[src/rtl/prism_sp_acp_cmd_queue.sv]
// Per-channel ACP command FIFOs feeding one ACP engine through a round-robin dispatcher.
// The dispatcher also tracks completions, alignment errors and per-channel flushes.
module prism_sp_acp_cmd_queue #(
  parameter int unsigned NCHAN             = 2,
  parameter int unsigned DEPTH             = 4,
  parameter int unsigned ACPRAM_ADDR_WIDTH = 20,
  parameter int unsigned AXI_ADDR_WIDTH    = 40,
  localparam int unsigned CW = (NCHAN > 1) ? $clog2(NCHAN) : 1,
  localparam int unsigned PW = $clog2(DEPTH) + 1
) (
  input  logic                                clk,
  input  logic                                resetn,
  input  logic                                cmd_valid,
  output logic                                cmd_ready,
  input  logic [CW-1:0]                       cmd_chan,
  input  logic                                cmd_write,
  input  logic                                cmd_len,
  input  logic [ACPRAM_ADDR_WIDTH-1:0]        cmd_acpram_addr,
  input  logic [AXI_ADDR_WIDTH-1:0]           cmd_axi_addr,
  output logic                                eng_start,
  output logic                                eng_write,
  output logic                                eng_len,
  output logic [ACPRAM_ADDR_WIDTH-1:0]        eng_acpram_addr,
  output logic [AXI_ADDR_WIDTH-1:0]           eng_axi_addr,
  input  logic                                eng_busy,
  input  logic [NCHAN-1:0]                    flush,
  output logic [NCHAN-1:0][PW-1:0]            chan_pending,
  output logic [NCHAN-1:0][15:0]              chan_done,
  output logic [NCHAN-1:0]                    chan_align_err,
  input  logic [NCHAN-1:0]                    err_clear
);

  localparam int unsigned AW = PW - 1;

  typedef struct packed {
    logic                         write;
    logic                         len;
    logic [ACPRAM_ADDR_WIDTH-1:0] acpram_addr;
    logic [AXI_ADDR_WIDTH-1:0]    axi_addr;
  } cmd_t;

  typedef enum logic [1:0] {IDLE, START, WAIT_BUSY, WAIT_DONE} state_t;

  cmd_t                      mem [NCHAN][DEPTH];
  logic [NCHAN-1:0][PW-1:0]  wr_ptr, rd_ptr, occ;
  logic [NCHAN-1:0]          full, nonempty, push, pop;
  state_t                    state;
  logic [CW-1:0]             last_grant;
  logic                      quiet;
  logic                      sel_ok, sel_full, sel_flush;
  logic                      aligned, accept, push_en, grant_vld;
  logic [CW-1:0]             grant_idx, rr_idx;
  cmd_t                      head, cmd_in;

  assign cmd_in = '{write: cmd_write, len: cmd_len,
                    acpram_addr: cmd_acpram_addr, axi_addr: cmd_axi_addr};

  // FIFO status; pointers carry one extra wrap bit
  always_comb begin
    occ      = '0;
    full     = '0;
    nonempty = '0;
    for (int i = 0; i < NCHAN; i++) begin
      occ[i]      = wr_ptr[i] - rd_ptr[i];
      full[i]     = (occ[i] == PW'(DEPTH));
      nonempty[i] = (occ[i] != '0);
    end
  end

  // Enqueue side: readiness is judged on start-of-cycle occupancy
  always_comb begin
    sel_ok    = 1'b0;
    sel_full  = 1'b0;
    sel_flush = 1'b0;
    for (int i = 0; i < NCHAN; i++) begin
      if (cmd_chan == CW'(i)) begin
        sel_ok    = 1'b1;
        sel_full  = full[i];
        sel_flush = flush[i];
      end
    end
    cmd_ready = sel_ok && !sel_full && !sel_flush;
    aligned   = cmd_len ? ((cmd_axi_addr[5:0] == 6'd0) && (cmd_acpram_addr[1:0] == 2'd0))
                        : (cmd_axi_addr[3:0] == 4'd0);
    accept    = cmd_valid && cmd_ready;
    push_en   = accept && aligned;
    push      = '0;
    for (int i = 0; i < NCHAN; i++) begin
      push[i] = push_en && (cmd_chan == CW'(i));
    end
  end

  // Round-robin grant starting after the last granted channel; flushing channels are skipped
  always_comb begin
    grant_vld = 1'b0;
    grant_idx = '0;
    rr_idx    = '0;
    for (int k = 0; k < NCHAN; k++) begin
      rr_idx = CW'((int'(last_grant) + 1 + k) % int'(NCHAN));
      if (!grant_vld && nonempty[rr_idx] && !flush[rr_idx]) begin
        grant_vld = 1'b1;
        grant_idx = rr_idx;
      end
    end
    pop = '0;
    for (int i = 0; i < NCHAN; i++) begin
      pop[i] = (state == IDLE) && grant_vld && (grant_idx == CW'(i));
    end
    head = mem[grant_idx][rd_ptr[grant_idx][AW-1:0]];
  end

  always_comb begin
    chan_pending = '0;
    for (int i = 0; i < NCHAN; i++) begin
      chan_pending[i] = occ[i] + PW'((state != IDLE) && (last_grant == CW'(i)));
    end
  end

  always_ff @(posedge clk) begin
    for (int i = 0; i < NCHAN; i++) begin
      if (push[i]) mem[i][wr_ptr[i][AW-1:0]] <= cmd_in;
    end
  end

  // Pointers and sticky alignment errors (set wins over clear)
  always_ff @(posedge clk or negedge resetn) begin
    if (!resetn) begin
      wr_ptr         <= '0;
      rd_ptr         <= '0;
      chan_align_err <= '0;
    end else begin
      for (int i = 0; i < NCHAN; i++) begin
        if (flush[i]) begin
          rd_ptr[i] <= wr_ptr[i];
        end else begin
          if (push[i]) wr_ptr[i] <= wr_ptr[i] + PW'(1);
          if (pop[i])  rd_ptr[i] <= rd_ptr[i] + PW'(1);
        end
        if (accept && !aligned && (cmd_chan == CW'(i))) chan_align_err[i] <= 1'b1;
        else if (err_clear[i])                          chan_align_err[i] <= 1'b0;
      end
    end
  end

  // Dispatcher; an engine that never raises busy completes after two quiet cycles
  always_ff @(posedge clk or negedge resetn) begin
    if (!resetn) begin
      state           <= IDLE;
      last_grant      <= CW'(NCHAN - 1);
      quiet           <= 1'b0;
      eng_start       <= 1'b0;
      eng_write       <= 1'b0;
      eng_len         <= 1'b0;
      eng_acpram_addr <= '0;
      eng_axi_addr    <= '0;
      chan_done       <= '0;
    end else begin
      eng_start <= 1'b0;
      case (state)
        IDLE: begin
          if (grant_vld) begin
            eng_write       <= head.write;
            eng_len         <= head.len;
            eng_acpram_addr <= head.acpram_addr;
            eng_axi_addr    <= head.axi_addr;
            last_grant      <= grant_idx;
            eng_start       <= 1'b1;
            state           <= START;
          end
        end
        START: begin
          quiet <= 1'b0;
          state <= WAIT_BUSY;
        end
        WAIT_BUSY: begin
          if (eng_busy) begin
            state <= WAIT_DONE;
          end else if (quiet) begin
            chan_done[last_grant] <= chan_done[last_grant] + 16'd1;
            state                 <= IDLE;
          end else begin
            quiet <= 1'b1;
          end
        end
        WAIT_DONE: begin
          if (!eng_busy) begin
            chan_done[last_grant] <= chan_done[last_grant] + 16'd1;
            state                 <= IDLE;
          end
        end
        default: state <= IDLE;
      endcase
    end
  end

endmodule
[config.mk]
export PLATFORM = sky130hd
export DESIGN_NAME = prism_sp_acp_cmd_queue
export DESIGN_NICKNAME = d
export VERILOG_FILES = /design/src/rtl/prism_sp_acp_cmd_queue.sv
export SDC_FILE = /design/constraint.sdc
export NUM_CORES = 1
export LEC_CHECK = 0
export ABC_AREA = 0
export CORE_MARGIN = 4
export CORE_UTILIZATION = 50
export CTS_CLUSTER_DIAMETER = 80
export DETAILED_ROUTE_END_ITERATION = 10
export PLACE_DENSITY = 0.74
export SLEW_MARGIN = 20
export SYNTH_ARGS = -nofsm -noshare
export SYNTH_HDL_FRONTEND = slang
export SYNTH_SLANG_ARGS = --single-unit
[constraint.sdc]
create_clock -name clk -period 8.37 [get_ports clk]
set_input_delay 2.511 -clock clk [delete_from_list [all_inputs] [get_ports clk]]
set_output_delay 2.511 -clock clk [all_outputs]
set_load 0.01 [all_outputs]
======== After elaboration in Yosys (flattened, before gate mapping) ========
Memory sizes are Yosys's and may differ from the RTL's.
Cells that the tools add are included.
storage, ports and cells
  bits in registers ....................... 113
  RAM bits ................................ 496
  output and inout bits ................... 104
  word-level logic and storage cells ...... 159
  memories kept ........................... 1
memory list
  name  words  bits a word  rd ports  clocked after Yosys merged registers in  wr ports  line  RTL
  mem   2      248          1         0                                        1         44    cmd_t mem [NCHAN][DEPTH];
cells by class
  $add $sub $neg .......................... 11
  $lt $le $gt $ge ......................... 10
  eq/ne operators ......................... 10
  mux-type cells .......................... 57
  bitwise gates (word level) .............. 8
  reduce and logical (&&, ||, !) cells .... 46
operator list
  operator               number
  $mux 248               4
  $demux 62 s2           2
  $mux 62                4
  $reduce_or 248->1      1
  $bmux 62 s2            1
  $mux 32                3
  $pmux 32 s2            1
  $mux 16                3
  $bwmux 32              1
  $mux 1                 25
  $logic_and 1x1->1      20
  $add 16x1->16 const B  1
  $demux 16 s1           1
  $reduce_bool 2->1      7
  $add 3x1->3 const B    4
  $mux 2                 6
  $mux 3                 4
  $ge 3x3->1 const B     3
  $not 2->3              3
  $lt 1x2->1 const B     4
  $ne 2x2->1 const B     4
  $pmux 2 s4             1
  $reduce_and 2->1       4
  $add 3x1->3            2
  other kinds (17)       33

======== Longest topological paths before layout ========
  depth after elaboration ................. 16
  depth in mapped cells ................... 10

======== Least setup slack after synthesis ========
Ideal clock, no wire load.
  kind .................................... input-to-output
  start ................................... in flush[0]
  end ..................................... out cmd_ready
  data arrival time ....................... 3.036 ns
  required time ........................... 5.859 ns
  setup slack ............................. 2.823 ns
  stages .................................. 3
  path buffers ............................ 1
  cells stage by stage .................... buf_1 a311o_1 nand2_1
on the way
  longest elaborated chain between the ends .. 3
RTL lines
  element             line  RTL
  start: declaration  26    input logic [NCHAN-1:0] flush,
  $mux 1              76    if (cmd_chan == CW'(i)) begin
  $logic_not 1->1     82    cmd_ready = sel_ok && !sel_full && !sel_flush;
  $logic_and 1x1->1   82
  end: declaration    14    output logic cmd_ready,
Every way passes these cells.

======== Final worst setup path ========
Same ends and word-level chain as after synthesis.

==> summary.txt <==
Timing
  • Unrepaired setup endpoints after global routing: false
  • Final Cycle Share: between 70% and 80%
  • Final slew viol count: 0
  • Final Hold Viols: 0
  • Total negative slack: 0 ps
  • Post-route minimum period: 6570 ps
  • Skew final: about 22 ps
  • Max frequency: around 0.15 GHz
  • Worst slew pin tran: about 1100 ps
  • Setup Viol. Count Final: 0
  • Slew HR: between 20% and 30%
  • Worst hold margin: around 480 ps

Critical path
  • FF-to-FF setup slack: ~4200 ps
  • Worst setup SP type: primary input
  • CP dominant cell by count: clkdlybuf4s50_1
  • Max stage delay cell, worst path: clkdlybuf4s50_1
  • CP Capture Type: output pin
  • CP Max Fanout: 8
  • Crit path DAT: just over 4000 ps
  • Critical Path RT: about 5900 ps
  • Setup Crit Path Kind: in -> out
  • Critical Path Max Stage Delay: ~570 ps
  • Worst-path cell chain: clkdlybuf4s50_1, a311o_1, nand2_1, clkdlybuf4s50_1

Cells and area
  • Synthesis-to-layout area growth: 18.8%
  • Seq. cell area: approximately 18000 um2
  • Most common cell after layout, fill and taps aside: edfxtp_1
  • Most frequent cells in the layout: edfxtp_1, clkdlybuf4s50_1, nor2_1, mux4_2, dfrtp_1
  • Nets@finish: about 1500
  • Layout cells sized above 1: around 22%
  • Final core utilization: 60.0%
  • Area of the multi-input gates: about 5500 um2
  • Filler cells: 3304

CTS
  • Worst-Skew Late Latency: roughly 620 ps
  • Clock transition at the registers of the reported paths: ~60 ps
  • Post-CTS Hold Fix Bufs: 0
  • TritonCTS clock tree: built
  • Clk sinks: 609
  • Htree depth: 2
  • Post-CTS Setup Repair Bufs: 0
  • CTS Buf Count: 60
  • Post-cts sizing count: 0
  • Clock Tree Root: clkbuf_16
  • Maximum clock insertion buffer count: 3

Min path
  • Worst hold-check path type: reg -> reg

Status
  • Status: finished clean

Detailed routing
  • Post-route ant nets: 0
  • WL per Instance: roughly 24 um
  • Via count: approximately 12000
  • Starting DRT DRC Count: a little over 1000
  • Vias per inst: ~5.7
  • Residual DRC: 0
  • Drt pass-1 iters: 5
  • WL final: ~49 mm

Logic synthesis
  • Mapped Cells: 1171
  • Avg Cell Area, Syn: around 20 um2
  • Post-synth top flop: edfxtp_1
  • Synth Area in Compound Gates: 4.32%
  • Synthesized cell area: about 23000 um2
  • Yosys cell types: 53
  • FF+latch count, synth: 609
  • Simple-Gate Fraction of Synth Area: 3.72%
  • Post-synthesis share of cell area spent on xor and xnor gates: 1.62%
  • Main combinational cell family by area after synthesis: multiplexers
  • Adder and majority gate portion of the synthesized area: 1.08%
  • Asr flop ratio synth: ~19%
  • Yosys warns: 0
  • Mapped Nets: between 1000 and 1500
  • Post-synth EDFFs: 496
  • Multiplexer area fraction after synthesis: between 10% and 20%
  • Register area share after synthesis: 75.5%

Die
  • Die ar.: 50500 um2
  • Row count: between 70 and 80
  • Core ar.: roughly 46000 um2
  • Die H: between 200 and 250 um
  • Num ports: 175
  • Die Width: 225 um
  • Starting Density: between 50% and 60%

Power and ir drop
  • Leak: ~9.5 nW
  • Peak VDD IR: between 0.0002 and 0.00025 V
  • Final Power: approximately 8.4 mW
  • Pwr dens: between 300 and 400 nW/um2

GRT
  • First-pass GRT wire length: between 70 and 80 mm
  • Vias in the first global route: between 10000 and 15000
  • Grt total ovfl: 0
  • Initial antenna violation count: 7
  • Largest net degree at the start of global routing: 67
  • Total track usage: between 10% and 20%

Place
  • Final Wtd Congestion: between 0.8 and 0.9
  • Post-DP HPWL: 26.5 mm
  • Port-buffer cells: 174

Job
  • Max_cap viols: 0
-- cell usage after synthesis, drive strengths merged (2+ instances only) --
cell type  count  share of area [%]
clkbuf        28               0.45
mux2i          7               0.30
ha            17               0.91
o21ai          9               0.19
and2           9               0.24
buf           26               0.70
nand2         18               0.29
a21oi          4              0.085
nor3           7               0.15
o211ai         3               0.12
xnor2         22               0.82
nand3         15               0.32
nand3b         5               0.16
nand4          3              0.080
nor2         136                2.2
fa             2               0.17
a22o           2              0.075
edfxtp       496                 63
xor2          16               0.60
inv           14               0.22
o22ai         64                3.3
and3b          2              0.075
mux2           4               0.19
mux4         124                 12
a31oi          2              0.053
a311o          2              0.085
dfrtp        112                 12
and3           3              0.080
-- power breakdown --
| group | switching (mW) | internal (mW) |
|---|---|---|
| registers | 0.270 | 3.49 |
| logic | 0.928 | 1.02 |
| clock network | 1.11 | 1.60 |
-- path summary, 6_finish.rpt --
path / start / to / depth (start not counted)
max: flush[0] / cmd_ready / 4
min: chan_done[15]$_DFFE_PN0P_ / chan_done[15]$_DFFE_PN0P_ / 1
max reg2reg: rd_ptr[3]$_DFFE_PN0P_ / rd_ptr[1]$_DFFE_PN0P_ / 8
min reg2reg: chan_done[15]$_DFFE_PN0P_ / chan_done[15]$_DFFE_PN0P_ / 1
max in group asynchronous: resetn / rd_ptr[1]$_DFFE_PN0P_ / 2
min in group asynchronous: resetn / chan_done[20]$_DFFE_PN0P_ / 1
-- sequential cells by signal (all words and copies together), names as in the netlist --
name / count
mem: 496
eng_axi_addr: 40
chan_done: 32
eng_acpram_addr: 20
rd_ptr: 6
wr_ptr: 6
chan_align_err: 2
state: 2
eng_len: 1
eng_start: 1
eng_write: 1
last_grant: 1
quiet: 1
-- critical path: cells and delay by family --
family / cells / cell delay (ps)
AO/OA/AOI/OAI: 1 / 370
buffers and inverters: 2 / 1100
AND/OR/NAND/NOR: 1 / 80
-- layer usage --
layer | track usage (%) | wire [um]
met1 | 27.1 | 20400
met3 | 3.93 | 2890
met4 | 3.97 | 602
met5 | 0 | 86
met2 | 32.4 | 24600
-- metrics by stage --
step                instances  instance area (um2)  worst slack (ps)
floorplan                1171                23500              2820
global placement         1906                25800              1840
detailed placement       1906                25800              1810
CTS                      2020                27800              1810
global route             2022                27900              1740
finish                   2023                27900              1800
-- final cells by class --
class	count	area share (%)
sequential	609	63.6
multi-input combinational	494	19.6
timing repair buffer	184	6.61
clock buffer	87	6.11
tap	607	2.72
clock inverter	27	1.14
inverter	14	0.188
antenna	1	0.00897
-- kinds of logic after synthesis --
logic type / count (synthesis)
XOR/XNOR: 40
AND/OR/NAND/NOR: 203
adder cells (fa/ha/maj): 19
multiplexers: 135
flip-flops: 609
AO/OA/AOI/OAI: 97
buffers and inverters: 68
Power figures use the tool's default switching activity.
